[config.mk]
export PLATFORM = sky130hd
export DESIGN_NAME = riscv_lsu_flat
export DESIGN_NICKNAME = d
export VERILOG_FILES = /design/src/rtl/riscv_lsu_pkg.sv /design/src/rtl/riscv_lsu_if.sv /design/src/rtl/riscv_lsu_align.sv /design/src/rtl/riscv_lsu.sv /design/src/flat_wrapper.sv
export SDC_FILE = /design/constraint.sdc
export NUM_CORES = 1
export LEC_CHECK = 0
export BUFFER_PORTS_ARGS = -buffer_cell sky130_fd_sc_hd__buf_2
export CELL_PAD_IN_SITES_DETAIL_PLACEMENT = 1
export CELL_PAD_IN_SITES_GLOBAL_PLACEMENT = 2
export CORE_AREA = 4 4 141 143
export CTS_CLUSTER_SIZE = 25
export DETAILED_ROUTE_END_ITERATION = 7
export DIE_AREA = 0 0 145 147
export HOLD_SLACK_MARGIN = 0.15
export PLACE_DENSITY = 0.76
export SLEW_MARGIN = 20
export SYNTH_ARGS = -nofsm -noshare
export SYNTH_HDL_FRONTEND = slang
export SYNTH_SLANG_ARGS = --single-unit
[constraint.sdc]
create_clock -name clk -period 2.65 [get_ports clk]
set_input_delay 0.53 -clock clk [delete_from_list [all_inputs] [get_ports clk]]
set_output_delay 0.53 -clock clk [all_outputs]
set_load 0.1 [all_outputs]
[src/rtl/riscv_lsu_pkg.sv]
// riscv_lsu_pkg: shared opcode/funct3 constants, LSU state encoding,
// captured-request struct and the misalignment predicate.
// Used by riscv_lsu, riscv_lsu_align and riscv_lsu_if.
package riscv_lsu_pkg;

   localparam int XLEN   = 32;
   localparam int MEM_AW = XLEN - 2;

   localparam logic [6:0] OPCODE_LOAD  = 7'b0000011;
   localparam logic [6:0] OPCODE_STORE = 7'b0100011;

   localparam logic [2:0] FUNCT3_LOAD_LB  = 3'b000;
   localparam logic [2:0] FUNCT3_LOAD_LH  = 3'b001;
   localparam logic [2:0] FUNCT3_LOAD_LW  = 3'b010;
   localparam logic [2:0] FUNCT3_LOAD_LBU = 3'b100;
   localparam logic [2:0] FUNCT3_LOAD_LHU = 3'b101;

   localparam logic [2:0] FUNCT3_STORE_SB = 3'b000;
   localparam logic [2:0] FUNCT3_STORE_SH = 3'b001;
   localparam logic [2:0] FUNCT3_STORE_SW = 3'b010;

   typedef enum logic [1:0] {
      LSU_IDLE,
      LSU_ISSUE,
      LSU_WAIT,
      LSU_RESP
   } lsu_state_e;

   // Fields of an accepted request needed after the accept cycle.
   typedef struct packed {
      logic       store;
      logic [2:0] funct3;
      logic [1:0] off;
   } lsu_op_t;

   // Undefined funct3 encodings behave as word accesses, so they need off==0.
   function automatic logic lsu_is_misaligned(input logic store, input logic [2:0] funct3,
                                              input logic [1:0] off);
      logic mis;
      if (store) begin
         case (funct3)
            FUNCT3_STORE_SB: mis = 1'b0;
            FUNCT3_STORE_SH: mis = off[0];
            default:         mis = (off != 2'b00);
         endcase
      end else begin
         case (funct3)
            FUNCT3_LOAD_LB, FUNCT3_LOAD_LBU: mis = 1'b0;
            FUNCT3_LOAD_LH, FUNCT3_LOAD_LHU: mis = off[0];
            default:                         mis = (off != 2'b00);
         endcase
      end
      return mis;
   endfunction

endpackage

[src/rtl/riscv_lsu_if.sv]
// riscv_lsu_if: request, data-memory and response signals of the LSU.
// modport slave  : the LSU view (request/memory-return in, memory/response out)
// modport master : the environment view (decode + memory + writeback)
interface riscv_lsu_if;
   import riscv_lsu_pkg::*;

   logic              req_valid;
   logic              req_ready;
   logic              req_store;
   logic [2:0]        req_funct3;
   logic [XLEN-1:0]   req_addr;
   logic [XLEN-1:0]   req_wdata;

   logic              mem_valid;
   logic              mem_ready;
   logic [MEM_AW-1:0] mem_addr;
   logic              mem_we;
   logic [3:0]        mem_wstrb;
   logic [XLEN-1:0]   mem_wdata;
   logic              mem_rvalid;
   logic [XLEN-1:0]   mem_rdata;

   logic              resp_valid;
   logic [XLEN-1:0]   resp_rdata;
   logic              resp_fault;

   modport slave (
      input  req_valid, req_store, req_funct3, req_addr, req_wdata,
      input  mem_ready, mem_rvalid, mem_rdata,
      output req_ready, mem_valid, mem_addr, mem_we, mem_wstrb, mem_wdata,
      output resp_valid, resp_rdata, resp_fault
   );

   modport master (
      output req_valid, req_store, req_funct3, req_addr, req_wdata,
      output mem_ready, mem_rvalid, mem_rdata,
      input  req_ready, mem_valid, mem_addr, mem_we, mem_wstrb, mem_wdata,
      input  resp_valid, resp_rdata, resp_fault
   );

endinterface

[src/rtl/riscv_lsu_align.sv]
// riscv_lsu_align: combinational byte-lane logic.
//   store/funct3/off : access descriptor (off = byte address [1:0])
//   wdata            : right-aligned store data
//   rdata            : raw memory word
//   wstrb            : byte strobes (0 for loads)
//   wdata_lane       : lane-replicated store data
//   rdata_ext        : extracted and sign/zero-extended load data
// Sub-halfword offsets on SH are ignored (off[1] selects the half).
module riscv_lsu_align
   import riscv_lsu_pkg::*;
(
   input  logic            store,
   input  logic [2:0]      funct3,
   input  logic [1:0]      off,
   input  logic [XLEN-1:0] wdata,
   input  logic [XLEN-1:0] rdata,
   output logic [3:0]      wstrb,
   output logic [XLEN-1:0] wdata_lane,
   output logic [XLEN-1:0] rdata_ext
);

   logic [7:0]  byte_v;
   logic [15:0] half_v;

   always_comb begin
      byte_v     = rdata[{off, 3'b000} +: 8];
      half_v     = rdata[{off[1], 4'b0000} +: 16];
      wstrb      = 4'b0000;
      wdata_lane = wdata;
      rdata_ext  = rdata;
      if (store) begin
         case (funct3)
            FUNCT3_STORE_SB: begin
               wstrb      = 4'b0001 << off;
               wdata_lane = {4{wdata[7:0]}};
            end
            FUNCT3_STORE_SH: begin
               wstrb      = off[1] ? 4'b1100 : 4'b0011;
               wdata_lane = {2{wdata[15:0]}};
            end
            default: wstrb = 4'b1111;
         endcase
      end else begin
         case (funct3)
            FUNCT3_LOAD_LB:  rdata_ext = {{24{byte_v[7]}}, byte_v};
            FUNCT3_LOAD_LBU: rdata_ext = {24'h0, byte_v};
            FUNCT3_LOAD_LH:  rdata_ext = {{16{half_v[15]}}, half_v};
            FUNCT3_LOAD_LHU: rdata_ext = {16'h0, half_v};
            default:         rdata_ext = rdata;
         endcase
      end
   end

endmodule

[src/rtl/riscv_lsu.sv]
// riscv_lsu: load/store unit, single outstanding word-wide memory access.
//   clk, reset : clock, synchronous active-high reset
//   bus        : riscv_lsu_if.slave (request in, memory port, response out)
// Flow: IDLE (accept) -> ISSUE (mem_valid until mem_ready) -> WAIT (mem_rvalid)
//       -> RESP (one-cycle resp_valid). Zero-wait latency is 3 cycles.
// Optional: LSU_MISALIGN_TRAP_EN makes misaligned requests skip memory and
// respond with resp_fault=1; otherwise resp_fault is tied 0.
module riscv_lsu
   import riscv_lsu_pkg::*;
(
   input  logic      clk,
   input  logic      reset,
   riscv_lsu_if.slave bus
);

   lsu_state_e        state_q, state_d;
   lsu_op_t           op_q, op_d, op_sel;
   logic [MEM_AW-1:0] mem_addr_q, mem_addr_d;
   logic              mem_we_q, mem_we_d;
   logic [3:0]        wstrb_q, wstrb_d;
   logic [XLEN-1:0]   wdata_q, wdata_d;
   logic [XLEN-1:0]   rdata_q, rdata_d;
   logic [3:0]        al_wstrb;
   logic [XLEN-1:0]   al_wdata, al_rdata;
   logic              misalign;

`ifdef LSU_MISALIGN_TRAP_EN
   logic fault_q, fault_d;
   assign misalign       = lsu_is_misaligned(bus.req_store, bus.req_funct3, bus.req_addr[1:0]);
   assign bus.resp_fault = fault_q;
`else
   assign misalign       = 1'b0;
   assign bus.resp_fault = 1'b0;
`endif

   // The aligner sees the live request while idle (for strobes/lanes) and the
   // captured request afterwards (for load extraction).
   always_comb begin
      op_sel = op_q;
      if (state_q == LSU_IDLE) begin
         op_sel.store  = bus.req_store;
         op_sel.funct3 = bus.req_funct3;
         op_sel.off    = bus.req_addr[1:0];
      end
   end

   riscv_lsu_align u_align (
      .store      (op_sel.store),
      .funct3     (op_sel.funct3),
      .off        (op_sel.off),
      .wdata      (bus.req_wdata),
      .rdata      (bus.mem_rdata),
      .wstrb      (al_wstrb),
      .wdata_lane (al_wdata),
      .rdata_ext  (al_rdata)
   );

   always_comb begin
      state_d    = state_q;
      op_d       = op_q;
      mem_addr_d = mem_addr_q;
      mem_we_d   = mem_we_q;
      wstrb_d    = wstrb_q;
      wdata_d    = wdata_q;
      rdata_d    = rdata_q;
`ifdef LSU_MISALIGN_TRAP_EN
      fault_d    = fault_q;
`endif
      case (state_q)
         LSU_IDLE: begin
            if (bus.req_valid) begin
               op_d       = op_sel;
               mem_addr_d = bus.req_addr[XLEN-1:2];
               mem_we_d   = bus.req_store;
               wstrb_d    = al_wstrb;
               wdata_d    = al_wdata;
               rdata_d    = '0;
`ifdef LSU_MISALIGN_TRAP_EN
               fault_d    = misalign;
`endif
               state_d    = misalign ? LSU_RESP : LSU_ISSUE;
            end
         end
         LSU_ISSUE: if (bus.mem_ready) state_d = LSU_WAIT;
         LSU_WAIT: begin
            if (bus.mem_rvalid) begin
               rdata_d = op_q.store ? '0 : al_rdata;
               state_d = LSU_RESP;
            end
         end
         default: state_d = LSU_IDLE;
      endcase
   end

   always_ff @(posedge clk) begin
      if (reset) begin
         state_q    <= LSU_IDLE;
         op_q       <= '0;
         mem_addr_q <= '0;
         mem_we_q   <= 1'b0;
         wstrb_q    <= '0;
         wdata_q    <= '0;
         rdata_q    <= '0;
`ifdef LSU_MISALIGN_TRAP_EN
         fault_q    <= 1'b0;
`endif
      end else begin
         state_q    <= state_d;
         op_q       <= op_d;
         mem_addr_q <= mem_addr_d;
         mem_we_q   <= mem_we_d;
         wstrb_q    <= wstrb_d;
         wdata_q    <= wdata_d;
         rdata_q    <= rdata_d;
`ifdef LSU_MISALIGN_TRAP_EN
         fault_q    <= fault_d;
`endif
      end
   end

   // req_ready is masked during reset so it reads 0 while reset is held.
   assign bus.req_ready  = (state_q == LSU_IDLE) && !reset;
   assign bus.mem_valid  = (state_q == LSU_ISSUE);
   assign bus.resp_valid = (state_q == LSU_RESP);
   assign bus.mem_addr   = mem_addr_q;
   assign bus.mem_we     = mem_we_q;
   assign bus.mem_wstrb  = wstrb_q;
   assign bus.mem_wdata  = wdata_q;
   assign bus.resp_rdata = rdata_q;

endmodule

[src/flat_wrapper.sv]
// flat-port wrapper written by rule: the top's interface ports become plain ports
module riscv_lsu_flat import riscv_lsu_pkg::*;
  (clk, reset, bus_req_valid, bus_req_store, bus_req_funct3, bus_req_addr, bus_req_wdata, bus_mem_ready, bus_mem_rvalid, bus_mem_rdata, bus_req_ready, bus_mem_valid, bus_mem_addr, bus_mem_we, bus_mem_wstrb, bus_mem_wdata, bus_resp_valid, bus_resp_rdata, bus_resp_fault);
  riscv_lsu_if bus_i ();
  input  logic clk;
  input  logic reset;
  input wire logic [$bits(bus_i.req_valid)-1:0] bus_req_valid;
  input wire logic [$bits(bus_i.req_store)-1:0] bus_req_store;
  input wire logic [$bits(bus_i.req_funct3)-1:0] bus_req_funct3;
  input wire logic [$bits(bus_i.req_addr)-1:0] bus_req_addr;
  input wire logic [$bits(bus_i.req_wdata)-1:0] bus_req_wdata;
  input wire logic [$bits(bus_i.mem_ready)-1:0] bus_mem_ready;
  input wire logic [$bits(bus_i.mem_rvalid)-1:0] bus_mem_rvalid;
  input wire logic [$bits(bus_i.mem_rdata)-1:0] bus_mem_rdata;
  output wire logic [$bits(bus_i.req_ready)-1:0] bus_req_ready;
  output wire logic [$bits(bus_i.mem_valid)-1:0] bus_mem_valid;
  output wire logic [$bits(bus_i.mem_addr)-1:0] bus_mem_addr;
  output wire logic [$bits(bus_i.mem_we)-1:0] bus_mem_we;
  output wire logic [$bits(bus_i.mem_wstrb)-1:0] bus_mem_wstrb;
  output wire logic [$bits(bus_i.mem_wdata)-1:0] bus_mem_wdata;
  output wire logic [$bits(bus_i.resp_valid)-1:0] bus_resp_valid;
  output wire logic [$bits(bus_i.resp_rdata)-1:0] bus_resp_rdata;
  output wire logic [$bits(bus_i.resp_fault)-1:0] bus_resp_fault;
  assign bus_i.req_valid = bus_req_valid;
  assign bus_i.req_store = bus_req_store;
  assign bus_i.req_funct3 = bus_req_funct3;
  assign bus_i.req_addr = bus_req_addr;
  assign bus_i.req_wdata = bus_req_wdata;
  assign bus_i.mem_ready = bus_mem_ready;
  assign bus_i.mem_rvalid = bus_mem_rvalid;
  assign bus_i.mem_rdata = bus_mem_rdata;
  assign bus_req_ready = bus_i.req_ready;
  assign bus_mem_valid = bus_i.mem_valid;
  assign bus_mem_addr = bus_i.mem_addr;
  assign bus_mem_we = bus_i.mem_we;
  assign bus_mem_wstrb = bus_i.mem_wstrb;
  assign bus_mem_wdata = bus_i.mem_wdata;
  assign bus_resp_valid = bus_i.resp_valid;
  assign bus_resp_rdata = bus_i.resp_rdata;
  assign bus_resp_fault = bus_i.resp_fault;
  riscv_lsu u_core (.clk(clk), .reset(reset), .bus(bus_i));
endmodule
==> metrics.md <==
| Metric | Value |
|---|---|
| Clock transition at path regs | `about 80 ps` |
| Worst min-delay path class | `primary input to flop` |
| CP Capture Type | `flop` |
| Top cell type's share of synthesized area | `0.449` |
| H-tree depth reported by CTS | `3` |
| Non-Filler Cell Area, Final | `0.00643 mm2` |
| Via density per instance | `4.93` |
| Endpoints failing hold | `0` |
| Synth-to-Final Area Change | `34.6%` |
| RSZ-0062 raised after global routing | `false` |
| Worst slew margin | `0.517` |
| P_leak | `between 2 and 3 nW` |
| Ys async rst share | `0` |
| CTS Hold Bufs | `0` |
| CTS Buffer Depth | `2` |
| Max Slew Vio Count | `0` |
| Number of clock sinks | `107` |
| Vias in the first global route | `5358` |
| Fmax | `419 MHz` |
| First-pass GRT wire length | `approximately 29000 um` |
| Grt ovf | `0` |
| Yosys reg bits | `107` |
| Top post-synthesis cells by area | `dfxtp_1 (45%), nand2_1 (10%), a21oi_1 (6.0%), o21ai_0 (6.0%), nor2_1 (4.3%)` |
| Ys Warns | `0` |
| Final WL | `18200 um` |
| Worst Path Max Fanout | `25` |
| Root Buffer | `clkbuf_16` |
| Pwr Density | `1290 mW/mm2` |
| Worst-Skew Late Latency | `360 ps` |
| Final HPWL DP | `between 10000 and 15000 um` |
| IO Count | `208` |
| Number of antenna violations at the first check in global routing | `2` |
| CTS tree | `done` |
| NumNets Final | `891` |
| Largest area contributor in the synthesized netlist | `dfxtp_1` |
| Remaining DRCs | `0` |
| Final worst path period share | `0.900` |
| Commonest non-fill, non-tap cell in the layout | `buf_2` |
| Setup CP Type | `flop to flop` |
| Post-synthesis cell area | `0.00477 mm2` |
| Num CTS Buffers | `9` |
| Post-Syn Area per Cell | `8.08 um2` |
| Most frequent cells in the layout | `buf_2 (206), nand2_1 (131), dfxtp_1 (107)` |
| Die area | `0.0213 mm2` |
| Min Tclk post-route | `roughly 2400 ps` |
| Die width | `around 150 um` |
| # setup viols final | `0` |
| Fill count | `2287` |
| Largest net degree at the start of global routing | `69` |
| Netlist cell types | `48` |
| EDFF count, synth | `0` |
| Register area share after synthesis | `0.449` |
| Req. time, crit path | `2910 ps` |
| Worst slew pin tran | `around 720 ps` |
| Wirelength per Cell | `17.8 um` |
| Core footprint | `~0.019 mm2` |
| DP Area | `around 0.006 mm2` |
| CP startpoint kind | `flop` |
| Site row count | `50` |
| VDD IR max | `0.546 mV` |
| Post-Syn Instances | `591` |
| Post-route ant nets | `0` |
| Clock Skew | `10.8 ps` |
| IO buf count | `206` |
| WP data arrival | `between 2000 and 3000 ps` |
| Die H | `around 150 um` |
| Iter 0 DRT Violations | `between 150 and 200` |
| Outcome | `finished, final reports clean` |
| Vias | `~5000` |
| GRT Total Usage | `0.168` |
| Post-synth top flop | `dfxtp_1` |
| TritonRoute pass-1 iters | `4` |
| Mapped Nets | `700` |
| Layout cell share with drive strength beyond 1 | `0.344` |
| Placer congestion estimate | `0.846` |
| Hold WS | `397 ps` |
| Max-cap check violation count | `0` |
| Starting Density | `0.257` |
[flip-flops by register name, summed over array words and instances (netlist names)]
name                   flops
u_core.op_q                6
u_core.bus.mem_wstrb       4
u_core.bus.mem_addr       30
u_core.state_q             2
u_core.bus.mem_wdata      32
u_core.bus.resp_rdata     32
u_core.bus.mem_we          1
[where the power goes]
group / internal (mW) / total, mW / switching (mW)
Clock: 0.684 / 1.37 / 0.682
Sequential: 1.91 / 2.09 / 0.174
Combinational: 1.13 / 4.86 / 3.73
[synthesized netlist by cell type (5+ instances only)]
master / instances
a21oi_1: 57
a211oi_1: 17
dfxtp_1: 107
clkbuf_1: 29
mux2i_1: 19
a221oi_1: 9
a311oi_1: 8
nor2_1: 55
o21ai_2: 11
inv_1: 5
buf_1: 7
nand2_1: 132
a22oi_1: 9
o2111ai_1: 6
o21ai_0: 57
o21ai_1: 7
or3_1: 6
[cell families (layout without fill, tap and decap cells)]
family                     after synthesis  count (layout)  share of synthesized area
AOI/OAI and AO/OA                      189             189                      0.248
buffers and inverters                   50             246                     0.0459
other                                    1               2                   0.000785
and+or+nand+nor                        215             215                      0.187
DFF                                    107             107                      0.449
muxes                                   25              25                     0.0600
adders and majority gates                4               4                     0.0105
[final timing paths]
kind	from	endpoint	slack, ps	cells after the start
setup / recovery	u_core.state_q[0]	u_core.bus.mem_wdata[11]	260	9
hold / removal	bus_req_addr[7]	u_core.bus.mem_addr[5]	400	3
setup reg to reg	u_core.state_q[0]	u_core.bus.mem_wdata[11]	260	9
hold reg to reg	u_core.bus.resp_rdata[2]	u_core.bus.resp_rdata[2]	440	2
[repair_timing]
action                     CTS  global route
gates resized for setup      0             3
setup buffers                3             0
setup endpoints to repair    6            16
pin swaps                    1             0
[critical path, stage by stage, from the launching register on]
cell and delay [ps]:
dfxtp_1 390, inv_1 80, ha_1 260, buf_12 180, nor3_1 290, o21ai_2 110, buf_4 180, nor2_2 340
nand2_1 140, a311oi_1 300
[metrics by stage]
step | power [mW] | cells | util | TNS [ps] | setup WS [ps]
floorplan | 5.85 | 591 | - | 0 | 282
global placement | 6.76 | 1002 | 0.326 | 0 | 56.3
detailed placement | 6.85 | 1002 | 0.326 | -169 | -64.9
CTS | 8.41 | 1021 | 0.345 | 0 | 15.1
global route | 8.78 | 1021 | 0.346 | 0 | 68.2
finish | 8.31 | 1022 | 0.346 | 0 | 264
[area by class of cell]
| type | instances | area, um2 | area share |
|---|---|---|---|
| inverter | 5 | 18.8 | 0.00292 |
| sequential | 107 | 2140 | 0.333 |
| antenna | 1 | 2.50 | 0.000389 |
| clock inverter | 6 | 53.8 | 0.00837 |
| tap | 234 | 293 | 0.0456 |
| multi-input combinational | 434 | 2440 | 0.380 |
| timing repair buffer | 225 | 1240 | 0.192 |
| clock buffer | 10 | 239 | 0.0372 |
[per-layer routing]
layer  vias to the layer above  wire (um)  global-route usage
met4                         4        299              0.0537
met2                       170       8520               0.283
li1                       2451          -                   -
met5                         -         14                   0
met3                        21       1510              0.0577
met1                      2396       7850               0.203
Note: power is estimated with default switching activity, not from simulation.
